<file path="config.mk">
export PLATFORM = sky130hd
export DESIGN_NAME = img_data_depkt_flat
export DESIGN_NICKNAME = d
export VERILOG_FILES = /design/src/rtl/img_data_depkt_if.sv /design/src/rtl/img_data_depkt.sv /design/src/flat_wrapper.sv
export SDC_FILE = /design/constraint.sdc
export NUM_CORES = 1
export LEC_CHECK = 0
export BUFFER_PORTS_ARGS = -buffer_cell sky130_fd_sc_hd__buf_4
export CAP_MARGIN = 5
export CORE_UTILIZATION = 56
export CTS_BUF_LIST = sky130_fd_sc_hd__clkbuf_4 sky130_fd_sc_hd__clkbuf_8
export CTS_CLUSTER_DIAMETER = 200
export DETAILED_ROUTE_END_ITERATION = 6
export GPL_ROUTABILITY_DRIVEN = 0
export PLACE_DENSITY = 0.85
export SKIP_CTS_REPAIR_TIMING = 1
export SYNTH_ARGS = -nofsm -noshare
export SYNTH_HDL_FRONTEND = slang
export SYNTH_SLANG_ARGS = --single-unit
</file>
<file path="constraint.sdc">
create_clock -name cam_pclk -period 2.9 [get_ports cam_pclk]
set_input_delay 0.58 -clock cam_pclk [delete_from_list [all_inputs] [get_ports cam_pclk]]
set_output_delay 0.58 -clock cam_pclk [all_outputs]
set_load 0.1 [all_outputs]
</file>
<file path="src/rtl/img_data_depkt_if.sv">
// Bundles the FWFT FIFO read side and the reconstructed video timing outputs.
// The depacketizer holds the master modport; the FIFO/sink side holds the slave.
interface img_data_depkt_if;
    logic        fifo_empty;
    logic [31:0] fifo_dout;
    logic        fifo_rd_en;
    logic        post_frame_vsync;
    logic        post_frame_hsync;
    logic        post_frame_de;
    logic [15:0] post_rgb;
    logic        frame_done;
    logic [15:0] underflow_cnt;

    modport master (
        input  fifo_empty, fifo_dout,
        output fifo_rd_en, post_frame_vsync, post_frame_hsync, post_frame_de,
               post_rgb, frame_done, underflow_cnt
    );

    modport slave (
        output fifo_empty, fifo_dout,
        input  fifo_rd_en, post_frame_vsync, post_frame_hsync, post_frame_de,
               post_rgb, frame_done, underflow_cnt
    );
endinterface

</file>
<file path="src/rtl/img_data_depkt.sv">
// Rebuilds an RGB565 vsync/hsync/de stream from 2-pixel words read out of a FWFT FIFO.
// Pixel latency 1 cycle; an empty FIFO mid-line stalls the line with de low and hsync held.
module img_data_depkt #(
    parameter int          H_DISP     = 640,
    parameter int          V_DISP     = 480,
    parameter int          H_BLANK    = 16,
    parameter int          VS_CYC     = 64,
    parameter logic [31:0] FRAME_HEAD = 32'hF05A_A50F
) (
    input  logic             cam_pclk,
    input  logic             rst_n,
    input  logic             enable,
    img_data_depkt_if.master bus
);
    localparam int PW   = (H_DISP > 1) ? $clog2(H_DISP) : 1;
    localparam int LW   = (V_DISP > 1) ? $clog2(V_DISP) : 1;
    localparam int CMAX = (VS_CYC > H_BLANK) ? VS_CYC : H_BLANK;
    localparam int CW   = $clog2(CMAX + 1);

    localparam logic [PW-1:0] PIX_LAST  = PW'(H_DISP - 1);
    localparam logic [LW-1:0] LINE_LAST = LW'(V_DISP - 1);
    localparam logic [CW-1:0] VS_LAST   = CW'(VS_CYC - 1);
    localparam logic [CW-1:0] HB_LAST   = CW'(H_BLANK - 1);

    typedef enum logic [2:0] {
        S_IDLE,
        S_HUNT,
        S_VSYNC,
        S_LINE,
        S_HBLANK,
        S_DONE
    } state_t;

    state_t          state_q;
    logic            half_q;
    logic [PW-1:0]   pix_q;
    logic [LW-1:0]   line_q;
    logic [CW-1:0]   cnt_q;
    logic            vsync_q;
    logic            hsync_q;
    logic            de_q;
    logic [15:0]     rgb_q;
    logic            done_q;
    logic [15:0]     ufl_q;

    logic            emit;
    logic [15:0]     pix_d;

    assign emit  = (state_q == S_LINE) && !bus.fifo_empty;
    assign pix_d = half_q ? bus.fifo_dout[15:0] : bus.fifo_dout[31:16];

    // A word leaves the FIFO together with its lower pixel, so the upper one is read from the head in place.
    assign bus.fifo_rd_en = !bus.fifo_empty &&
                            ((state_q == S_HUNT) || ((state_q == S_LINE) && half_q));

    always_ff @(posedge cam_pclk or negedge rst_n) begin
        if (!rst_n) begin
            state_q <= S_IDLE;
            half_q  <= 1'b0;
            pix_q   <= '0;
            line_q  <= '0;
            cnt_q   <= '0;
            vsync_q <= 1'b0;
            hsync_q <= 1'b0;
            de_q    <= 1'b0;
            rgb_q   <= '0;
            done_q  <= 1'b0;
            ufl_q   <= '0;
        end else begin
            // Timing outputs are the registered image of the current state, which keeps them aligned with de.
            vsync_q <= (state_q == S_VSYNC);
            hsync_q <= (state_q == S_LINE);
            de_q    <= emit;
            rgb_q   <= emit ? pix_d : 16'h0000;
            done_q  <= (state_q == S_DONE);

            case (state_q)
                S_IDLE: begin
                    if (enable) state_q <= S_HUNT;
                end
                S_HUNT: begin
                    if (!bus.fifo_empty && (bus.fifo_dout == FRAME_HEAD)) begin
                        state_q <= S_VSYNC;
                        cnt_q   <= '0;
                        pix_q   <= '0;
                        line_q  <= '0;
                        half_q  <= 1'b0;
                    end
                end
                S_VSYNC: begin
                    if (cnt_q == VS_LAST) begin
                        cnt_q   <= '0;
                        state_q <= S_LINE;
                    end else begin
                        cnt_q <= cnt_q + CW'(1);
                    end
                end
                S_LINE: begin
                    if (emit) begin
                        half_q <= ~half_q;
                        if (pix_q == PIX_LAST) begin
                            pix_q <= '0;
                            if (line_q == LINE_LAST) begin
                                line_q  <= '0;
                                state_q <= S_DONE;
                            end else begin
                                line_q  <= line_q + LW'(1);
                                cnt_q   <= '0;
                                state_q <= S_HBLANK;
                            end
                        end else begin
                            pix_q <= pix_q + PW'(1);
                        end
                    end else if (ufl_q != 16'hFFFF) begin
                        ufl_q <= ufl_q + 16'd1;
                    end
                end
                S_HBLANK: begin
                    if (cnt_q == HB_LAST) begin
                        cnt_q   <= '0;
                        state_q <= S_LINE;
                    end else begin
                        cnt_q <= cnt_q + CW'(1);
                    end
                end
                S_DONE: begin
                    state_q <= enable ? S_HUNT : S_IDLE;
                end
                default: state_q <= S_IDLE;
            endcase
        end
    end

    assign bus.post_frame_vsync = vsync_q;
    assign bus.post_frame_hsync = hsync_q;
    assign bus.post_frame_de    = de_q;
    assign bus.post_rgb         = rgb_q;
    assign bus.frame_done       = done_q;
    assign bus.underflow_cnt    = ufl_q;
endmodule
</file>
<file path="src/flat_wrapper.sv">
// flat-port wrapper written by rule: the top's interface ports become plain ports
module img_data_depkt_flat 
#(
    parameter int          H_DISP     = 640,
    parameter int          V_DISP     = 480,
    parameter int          H_BLANK    = 16,
    parameter int          VS_CYC     = 64,
    parameter logic [31:0] FRAME_HEAD = 32'hF05A_A50F
)
  (cam_pclk, rst_n, enable, bus_fifo_empty, bus_fifo_dout, bus_fifo_rd_en, bus_post_frame_vsync, bus_post_frame_hsync, bus_post_frame_de, bus_post_rgb, bus_frame_done, bus_underflow_cnt);
  img_data_depkt_if bus_i ();
  input  logic cam_pclk;
  input  logic rst_n;
  input  logic enable;
  input wire logic [$bits(bus_i.fifo_empty)-1:0] bus_fifo_empty;
  input wire logic [$bits(bus_i.fifo_dout)-1:0] bus_fifo_dout;
  output wire logic [$bits(bus_i.fifo_rd_en)-1:0] bus_fifo_rd_en;
  output wire logic [$bits(bus_i.post_frame_vsync)-1:0] bus_post_frame_vsync;
  output wire logic [$bits(bus_i.post_frame_hsync)-1:0] bus_post_frame_hsync;
  output wire logic [$bits(bus_i.post_frame_de)-1:0] bus_post_frame_de;
  output wire logic [$bits(bus_i.post_rgb)-1:0] bus_post_rgb;
  output wire logic [$bits(bus_i.frame_done)-1:0] bus_frame_done;
  output wire logic [$bits(bus_i.underflow_cnt)-1:0] bus_underflow_cnt;
  assign bus_i.fifo_empty = bus_fifo_empty;
  assign bus_i.fifo_dout = bus_fifo_dout;
  assign bus_fifo_rd_en = bus_i.fifo_rd_en;
  assign bus_post_frame_vsync = bus_i.post_frame_vsync;
  assign bus_post_frame_hsync = bus_i.post_frame_hsync;
  assign bus_post_frame_de = bus_i.post_frame_de;
  assign bus_post_rgb = bus_i.post_rgb;
  assign bus_frame_done = bus_i.frame_done;
  assign bus_underflow_cnt = bus_i.underflow_cnt;
  img_data_depkt #(.H_DISP(H_DISP), .V_DISP(V_DISP), .H_BLANK(H_BLANK), .VS_CYC(VS_CYC), .FRAME_HEAD(FRAME_HEAD)) u_core (.cam_pclk(cam_pclk), .rst_n(rst_n), .enable(enable), .bus(bus_i));
endmodule
</file>
==> impl_results.md, run 1 <==
- Status: complete, no violations
- Post-synth net total: 377
- Post-Syn Area: 3370 um^2
- Layout Utilization: 74.2%
- GR Util All Layers: 27.8%
- Synth Register Bits: 66
- Die width: 79.5 um
- Worst setup SP type: flip-flop
- Die height: 79.5 um
- CTS clk-pin slew, worst paths: 0.07 ns
- Hold Path Class: in -> async
- Fin crit share: 82.8%
- Largest net degree at the start of global routing: 67
- Mean Syn Cell Area: 9.99 um^2
- Leakage power total: 1.99 nW
- First-pass GRT wire length: 13,400 um
- CP arrival: 1.82 ns
- Final Setup Violations: 0
- Vias/cell: 6.07
- Final hold vios: 0
- CP Max Fanout: 13
- Prevailing post-synth register cell: dfrtp_1
- CTS tree: yes
- Crit path capture type: output port
- Rel. slew slack: 45.6%
- DR vias: 2,988
- Num CTS Buffers: 9
- Slew Limit Fails: 0
- EDFF count, synth: 0
- Max Cap Viol: 0
- Max Clock Skew: 0.00935 ns
- Worst path max stage delay: 0.56 ns
- Worst Path Required: 2.32 ns
- PortBufs: 72
- Cell count after synthesis: 337
- Post-synthesis cell type count: 59
- Die ar.: 6330 um^2
- Core Rows: 27
- Max Buffers Root-to-Sink: 2
- # DRC: 0
- Share of cells above drive strength 1: 25.0%
- Post-DRT Antenna Nets: 0
- Initial core utilization: 59.7%
- Nets: 456
- Antenna violations before repair: 0
- Crit Path Class: reg -> out
- R2R Setup Slk: 0.54 ns
- Min Tclk post-route: 2.40 ns
- Number of detailed-route iterations in the first pass: 5
- Filler cells: 386
- Worst Max-Slew Pin Slew: 0.816 ns
- Post-DP HPWL: 5780 um
- RSZ-0062 raised after global routing: no
- Synth top area share: 49.1%
- Iter 0 DRT Violations: 300
- Power Total: 1.72 mW
- CTS root buffer: clkbuf_8
- Max H-tree Level: 3
- Routed WL: 8160 um
- Max VDD drop: 0.261 mV
- WL/cell: 16.6 um
- Remaining Overflow, GRT: 0
- Layout overhead on the synthesized area: 24.3%
- Sequential cell area fraction in the yosys report: 49.1%
- Antenna Cells: 0
- Final setup TNS: 0 ns
- Post-synth ARST share: 100%
- Pwr Density: 410 nW/um^2
- Vias in the first global route: 2,856
- Cell taking the most area after synthesis: dfrtp_1
- Largest cells by area after synthesis: dfrtp_1, mux2i_1, nor2_1
- Syn. warnings: 0
- CTS sink count: 66
- Worst skew pair latency: 0.34 ns
- Critical-path cell list: nand3b_1 -> inv_2 -> nand2_1 -> a21oi_2 -> buf_4
- Core area: 5640 um^2
- Max Freq: 417 MHz
- CP max-delay cell: dfrtp_1
- # IOs: 73
logic make-up after synthesis:
| group | after synthesis | share of synthesized area [%] |
|---|---|---|
| xor gates and xnor gates | 16 | 4.16 |
| AOI/OAI and AO/OA | 67 | 14.7 |
| adders and majority gates | 4 | 1.49 |
| buffers and inverters | 22 | 2.60 |
| muxes | 19 | 5.72 |
| DFF | 66 | 49.1 |
| and+or+nand+nor | 143 | 22.3 |
stage by stage:
stage	hold WS (ns)	cells	cell area, um^2	setup WS [ns]
2_1_floorplan	0.284	337	3370	0.155
3_3_place_gp	0.483	477	4010	0.316
3_5_place_dp	0.496	477	4010	0.275
4_1_cts	0.365	492	4190	0.499
5_1_grt	0.400	492	4190	0.372
6_report	0.329	492	4190	0.499
flip-flops by register name (all words and copies together), names as in the netlist:
| signal | flops |
|---|---|
| u_core.cnt_q | 7 |
| u_core.bus.post_frame_vsync | 1 |
| u_core.pix_q | 10 |
| u_core.bus.underflow_cnt | 16 |
| u_core.bus.post_frame_de | 1 |
| u_core.line_q | 9 |
| u_core.bus.frame_done | 1 |
| u_core.state_q | 3 |
| u_core.half_q | 1 |
| u_core.bus.post_rgb | 16 |
| u_core.bus.post_frame_hsync | 1 |
final cells by class:
cell class	count	area, um^2	share of cell area, %
flip-flops and latches	66	1650	39.4
repair buffers	79	593	14.2
clock inverters	2	12.5	0.299
well taps	72	90.1	2.15
inverters	11	41.3	0.986
multi-input cells	249	1630	39.0
clock buffers	13	166	3.97
worst paths after layout:
path                                                to  cells past startpoint         startpoint
max                                     bus_fifo_rd_en                      5  u_core.state_q[0]
min                                    u_core.pix_q[2]                      1              rst_n
max reg2reg                            u_core.pix_q[0]                      4  u_core.state_q[0]
min reg2reg                            u_core.pix_q[9]                      1    u_core.pix_q[9]
max in group asynchronous  u_core.bus.underflow_cnt[3]                      1              rst_n
min in group cam_pclk          u_core.bus.post_rgb[15]                      3  bus_fifo_dout[15]
power breakdown:
group	switching [mW]	total, mW	internal, mW
Combinational	0.0458	0.0872	0.0414
Clock	0.333	0.703	0.370
Sequential	0.00349	0.927	0.924
Total	0.382	1.72	1.34
metal layers:
| metal | track usage [%] | routed length, um | vias to the layer above |
|---|---|---|---|
| met4 | 13.1 | 164 | 0 |
| met2 | 43.7 | 3700 | 147 |
| li1 | - | - | 1407 |
| met5 | 0 | 0 | - |
| met3 | 5.37 | 769 | 21 |
| met1 | 37.0 | 3530 | 1413 |
cell usage in the layout, fill, tap and decap left out, types with 3 or more instances in the layout:
master,count
nand3_1,21
o2bb2ai_1,4
nand4_1,11
o22ai_1,6
and3_1,5
a221oi_1,3
inv_1,10
buf_4,79
xnor2_1,10
a31oi_1,4
nor3_1,9
a21o_1,4
dfrtp_1,66
nor4bb_1,3
a22o_1,6
clkbuf_8,11
nand2b_1,4
nor2_1,39
mux2i_1,17
nand2_1,26
a211oi_1,4
ha_1,4
nor4_1,4
o21ai_0,13
o211ai_1,3
a21oi_1,3
xor2_1,6
or4_1,3
cells in the mapped netlist (4+ instances only):
cell type and instances:
o21ai_0 13, xor2_1 6, a21o_1 4, nor4_1 4, o22ai_1 6, nand2_1 26, a211oi_1 4, a31oi_1 4
nand4_1 11, nand3_1 21, dfrtp_1 66, a22o_1 6, nand2b_1 4, inv_1 10, xnor2_1 10, a21oi_1 4
nor2_1 39, and3_1 5, clkbuf_1 6, nor3_1 9, mux2i_1 17, o2bb2ai_1 4, ha_1 4
critical path: cells and delay by family (launching register included):
family | cells | cell delay, ns
compound gates | 1 | 0.13
flops | 1 | 0.56
simple gates | 2 | 0.27
buf+inv | 2 | 0.52
No activity file was read; power rests on OpenSTA's default activity.
==> inputs of run 2 (changes only) <==
Settings changed: CORE_UTILIZATION 56 to 51, PLACE_DENSITY 0.85 to 0.82.
Clock period 2.9 ns to 2.14 ns, I/O delays scaled along.
==> impl_results.md, run 2 (synthesized netlist as in run 1, its figures left out) <==
- Die height: 83.3 um
- Worst path max stage delay: 0.43 ns
- Fin crit share: 98.0%
- Critical-path cell list: or3b_4 -> buf_4 -> a21oi_4 -> buf_12
- Max Clock Skew: 0.0130 ns
- CTS tree: yes
- Max Freq: 477 MHz
- Final setup TNS: 0 ns
- Cell area after layout: 4450 um^2
- Int Pwr: 1.93 mW
- Vias in the first global route: 3,030
- Hold Path Class: in -> async
- Initial core utilization: 53.0%
- Max Cap Viol: 0
- CTS clk-pin slew, worst paths: 0.08 ns
- Worst Path Required: 1.71 ns
- Final Setup Violations: 0
- Pwr Density: 559 nW/um^2
- Number of detailed-route iterations in the first pass: 4
- Switching share of power: 22.6%
- CP Max Fanout: 5
- DP Area: 4210 um^2
- First-pass GRT wire length: 14,100 um
- DR vias: 3,071
- Worst setup SP type: flip-flop
- Core area: 6350 um^2
- Pre-CTS setup slack: -0.243 ns
- Antenna Cells: 0
- Setup ws final: 0.0427 ns
- Max Buffers Root-to-Sink: 2
- Largest net degree at the start of global routing: 42
- Die width: 83.3 um
- Status: complete, no violations
- Power share of the sequential group: 50.5%
- Worst skew pair latency: 0.35 ns
- Leading cell type in the layout, fill and taps excluded: buf_4
- CP arrival: 1.67 ns
- Iter 0 DRT Violations: 263
- GR Util All Layers: 25.5%
- Hold Slack: 0.0509 ns
- Share of cells above drive strength 1: 32.6%
- Slew Limit Fails: 0
- Post-DP HPWL: 5930 um
- Nets: 477
- Post-DRT Antenna Nets: 0
- WL/cell: 15.9 um
- Max H-tree Level: 3
- Most frequent cells in the layout: buf_4, dfrtp_1, nor2_1
- Routed WL: 8260 um
- Crit Path Class: reg -> out
- CTS sink count: 66
- Remaining Overflow, GRT: 0
- Rel. slew slack: 65.4%
- Worst Max-Slew Pin Slew: 0.519 ns
- Die ar.: 6930 um^2
- Vias/cell: 5.92
- Final hold vios: 0
- Clock share of power: 44.3%
- CTS root buffer: clkbuf_8
- Gate power share: 5.3%
- Leakage power total: 2.10 nW
- Switching power total: 0.563 mW
- RSZ-0062 raised after global routing: yes
- PortBufs: 72
- Layout overhead on the synthesized area: 32.1%
- Core Rows: 29
- Num CTS Buffers: 9
- Min Tclk post-route: 2.10 ns
- Antenna violations before repair: 0
- # IOs: 73
- Max VDD drop: 0.483 mV
- CP max-delay cell: dfrtp_1
- Crit path capture type: output port
- # DRC: 0
==> run 2: cell types whose count changed in the layout (fill, tap and decap cells not counted), moves of 2 or more <==
cell	previous run	this run
buf_12	0	2
buf_4	79	98
clkbuf_4	2	0
clkinv_4	0	2
dfrtp_1	66	51
dfrtp_2	0	15
==> run 2: final timing paths <==
| kind | start | to | slack, ns | cells past startpoint |
|---|---|---|---|---|
| worst max-delay path | u_core.state_q[2] | bus_fifo_rd_en | 0.04 | 4 |
| max in group asynchronous | rst_n | u_core.cnt_q[5] | 1.56 | 2 |
| min in group cam_pclk | bus_fifo_dout[28] | u_core.bus.post_rgb[12] | 0.33 | 3 |
| worst min register to register | u_core.bus.underflow_cnt[14] | u_core.bus.underflow_cnt[14] | 0.48 | 1 |
| worst min-delay path | rst_n | u_core.bus.underflow_cnt[11] | 0.05 | 1 |
| worst max register to register | u_core.state_q[2] | u_core.line_q[8] | 0.11 | 4 |
==> run 2: cell type report <==
type                            instances  area, um^2
Multi-Input combinational cell        249        1650
Clock buffer                           11         151
Inverter                               11        41.3
Fill cell                             476        1900
Clock inverter                          5        61.3
Tap cell                               77        96.3
Timing Repair Buffer                  100         776
Sequential cell                        66        1670
==> run 2: through the flow <==
stage                     power, mW  utilization [%]  std cells
after detailed placement       1.41             66.3        503
after CTS                      2.51             69.7        519
final                          2.49             70.0        519
after global routing           2.58             70.0        519
after floorplan                1.31                -        337
after global placement         1.40             66.3        503
==> run 2: power by group through the flow <==
stage	clock [mW]	sequential (mW)	combinational (mW)
floorplan	0	1.28	0.0297
global placement	0	1.28	0.124
detailed placement	0	1.28	0.127
CTS	1.12	1.25	0.128
global route	1.18	1.26	0.145
finish	1.10	1.26	0.131
==> run 2: per-layer routing <==
| metal | GRT usage, % | part of all wire, % | up-vias |
|---|---|---|---|
| li1 | - | - | 1448 |
| met1 | 33.7 | 43 | 1503 |
| met2 | 41.7 | 49 | 108 |
| met3 | 4.57 | 6.2 | 12 |
| met4 | 9.87 | 1.3 | 0 |
| met5 | 0 | 0 | - |
==> run 2: critical path, delay by kind of cell, from the launching register on <==
| kind | cells | cell delay [ns] |
|---|---|---|
| buf+inv | 2 | 0.36 |
| simple gates | 1 | 0.40 |
| flops | 1 | 0.43 |
| compound gates | 1 | 0.15 |
==> inputs of run 3 (changes only) <==
Clock period 2.14 ns to 1.73 ns, I/O delays scaled along.
==> impl_results.md, run 3 (synthesized netlist as in run 1, its figures left out) <==
- Status: finished with violations
- Violated checks: design-rule violations, negative setup slack
- Post-DP HPWL: 7050 um
- # IOs: 73
- Most frequent cells in the layout: buf_4, dfrtp_1, nor2_1
- WL/cell: 26.5 um
- Filler cells: 231
- Initial core utilization: 53.0%
- Leakage power total: 2.65 nW
- First-pass GRT wire length: 16,600 um
- Hold Path Class: in -> reg
- Vias/cell: 6.98
- Share of cells above drive strength 1: 50.9%
- Nets: 548
- Layout overhead on the synthesized area: 66.3%
- Antenna Cells: 0
- Critical-path cell list: or3b_4 -> buf_6 -> a21oi_4 -> buf_12
- Max Buffers Root-to-Sink: 2
- CTS clk-pin slew, worst paths: 0.08 ns
- Iter 0 DRT Violations: 598
- Final hold vios: 0
- Final Setup Violations: 43
- Vias in the first global route: 3,442
- Max Cap Viol: 0
- Slew Limit Fails: 0
- Crit Path Class: reg -> out
- Worst setup SP type: flip-flop
- Min Tclk post-route: 2.06 ns
- Num CTS Buffers: 9
- Antenna violations before repair: 0
- Cell area after layout: 5600 um^2
- Max H-tree Level: 3
- Pwr Density: 648 nW/um^2
- Post-DRT Antenna Nets: 0
- Die ar.: 6930 um^2
- Max Freq: 485 MHz
- Rel. slew slack: 70.5%
- Die width: 83.3 um
- CP arrival: 1.72 ns
- Critical path's top delay family: flip-flops
- DR vias: 4,116
- CTS root buffer: clkbuf_8
- Crit path capture type: output port
- Routed WL: 15,600 um
- Max Clock Skew: 0.0217 ns
- CP max-delay cell: dfrtp_1
- RSZ-0062 raised after global routing: yes
- # DRC: 1
- Layout Utilization: 88.2%
- Core area: 6350 um^2
- Worst path max stage delay: 0.43 ns
- Die height: 83.3 um
- Worst skew pair latency: 0.37 ns
- Max VDD drop: 0.600 mV
- Number of detailed-route iterations in the first pass: 7
- Fin crit share: 119%
- CP Max Fanout: 4
- CP bufs+invs: 2
- CTS tree: yes
- Worst Path Required: 1.38 ns
- Remaining Overflow, GRT: 0
- PortBufs: 72
- CTS sink count: 66
- Worst Max-Slew Pin Slew: 0.443 ns
- Largest net degree at the start of global routing: 37
- Core Rows: 29
- Leading cell type in the layout, fill and taps excluded: buf_4
- Setup ws final: -0.333 ns
- DP Area: 4690 um^2
- GR Util All Layers: 30.0%
-- run 3: changes by cell type in the layout (fill, tap and decap cells not counted), sizes merged --
cell	before	now
clkbuf	11	10
buf	100	169
inv	12	11
clkinv	3	2
bufinv	1	4
dlygate4sd3	0	1
or4	4	5
-- run 3: stage by stage --
step	worst slack [ns]	instances	total power, mW	hold WS, ns	setup TNS, ns
3_3_place_gp	-0.528	548	1.74	0.306	-11.64
4_1_cts	-0.401	564	3.52	-0.0662	-5.49
3_5_place_dp	-0.598	548	1.75	0.309	-12.81
6_report	-0.333	590	3.63	0.283	-7.97
5_1_grt	-0.528	590	3.70	0.274	-9.49
2_1_floorplan	-0.254	337	1.62	0.0504	-4.81
-- run 3: final timing paths --
kind                       cells past startpoint                            to  slack (ns)                          from
setup / recovery                               4                bus_fifo_rd_en       -0.33             u_core.state_q[1]
hold / removal                                 3       u_core.bus.post_rgb[12]        0.28             bus_fifo_dout[28]
setup reg to reg                               4              u_core.line_q[8]       -0.33             u_core.state_q[1]
hold reg to reg                                1  u_core.bus.underflow_cnt[15]        0.53  u_core.bus.underflow_cnt[15]
max in group asynchronous                      3   u_core.bus.post_frame_vsync        0.70                         rst_n
min in group asynchronous                      2  u_core.bus.underflow_cnt[10]        0.45                         rst_n
-- run 3: worst register-to-register path: cells and delay by family (launching register included) --
family	cells	cell delay [ns]
AO/OA/AOI/OAI	2	0.60
flip-flops	1	0.43
AND/OR/NAND/NOR	2	0.95
-- run 3: area by class of cell --
type	count	area (um^2)	area share (%)
Multi-Input combinational cell	250	2060	36.8
Inverter	11	41.3	0.737
Clock buffer	10	138	2.46
Clock inverter	6	138	2.46
Tap cell	77	96.3	1.72
Timing Repair Buffer	170	1430	25.5
Sequential cell	66	1700	30.3
-- run 3: metal layers --
layer	share of wire (%)	vias up	track usage, %
met5	0	-	0
met1	35	1956	38.0
li1	-	1596	-
met4	7.5	0	13.5
met2	46	436	51.0
met3	11	128	4.47
-- run 3: power breakdown --
| part | switching (mW) | internal, mW |
|---|---|---|
| logic | 0.114 | 0.102 |
| clock network | 0.706 | 1.15 |
| registers | 0.00843 | 1.55 |
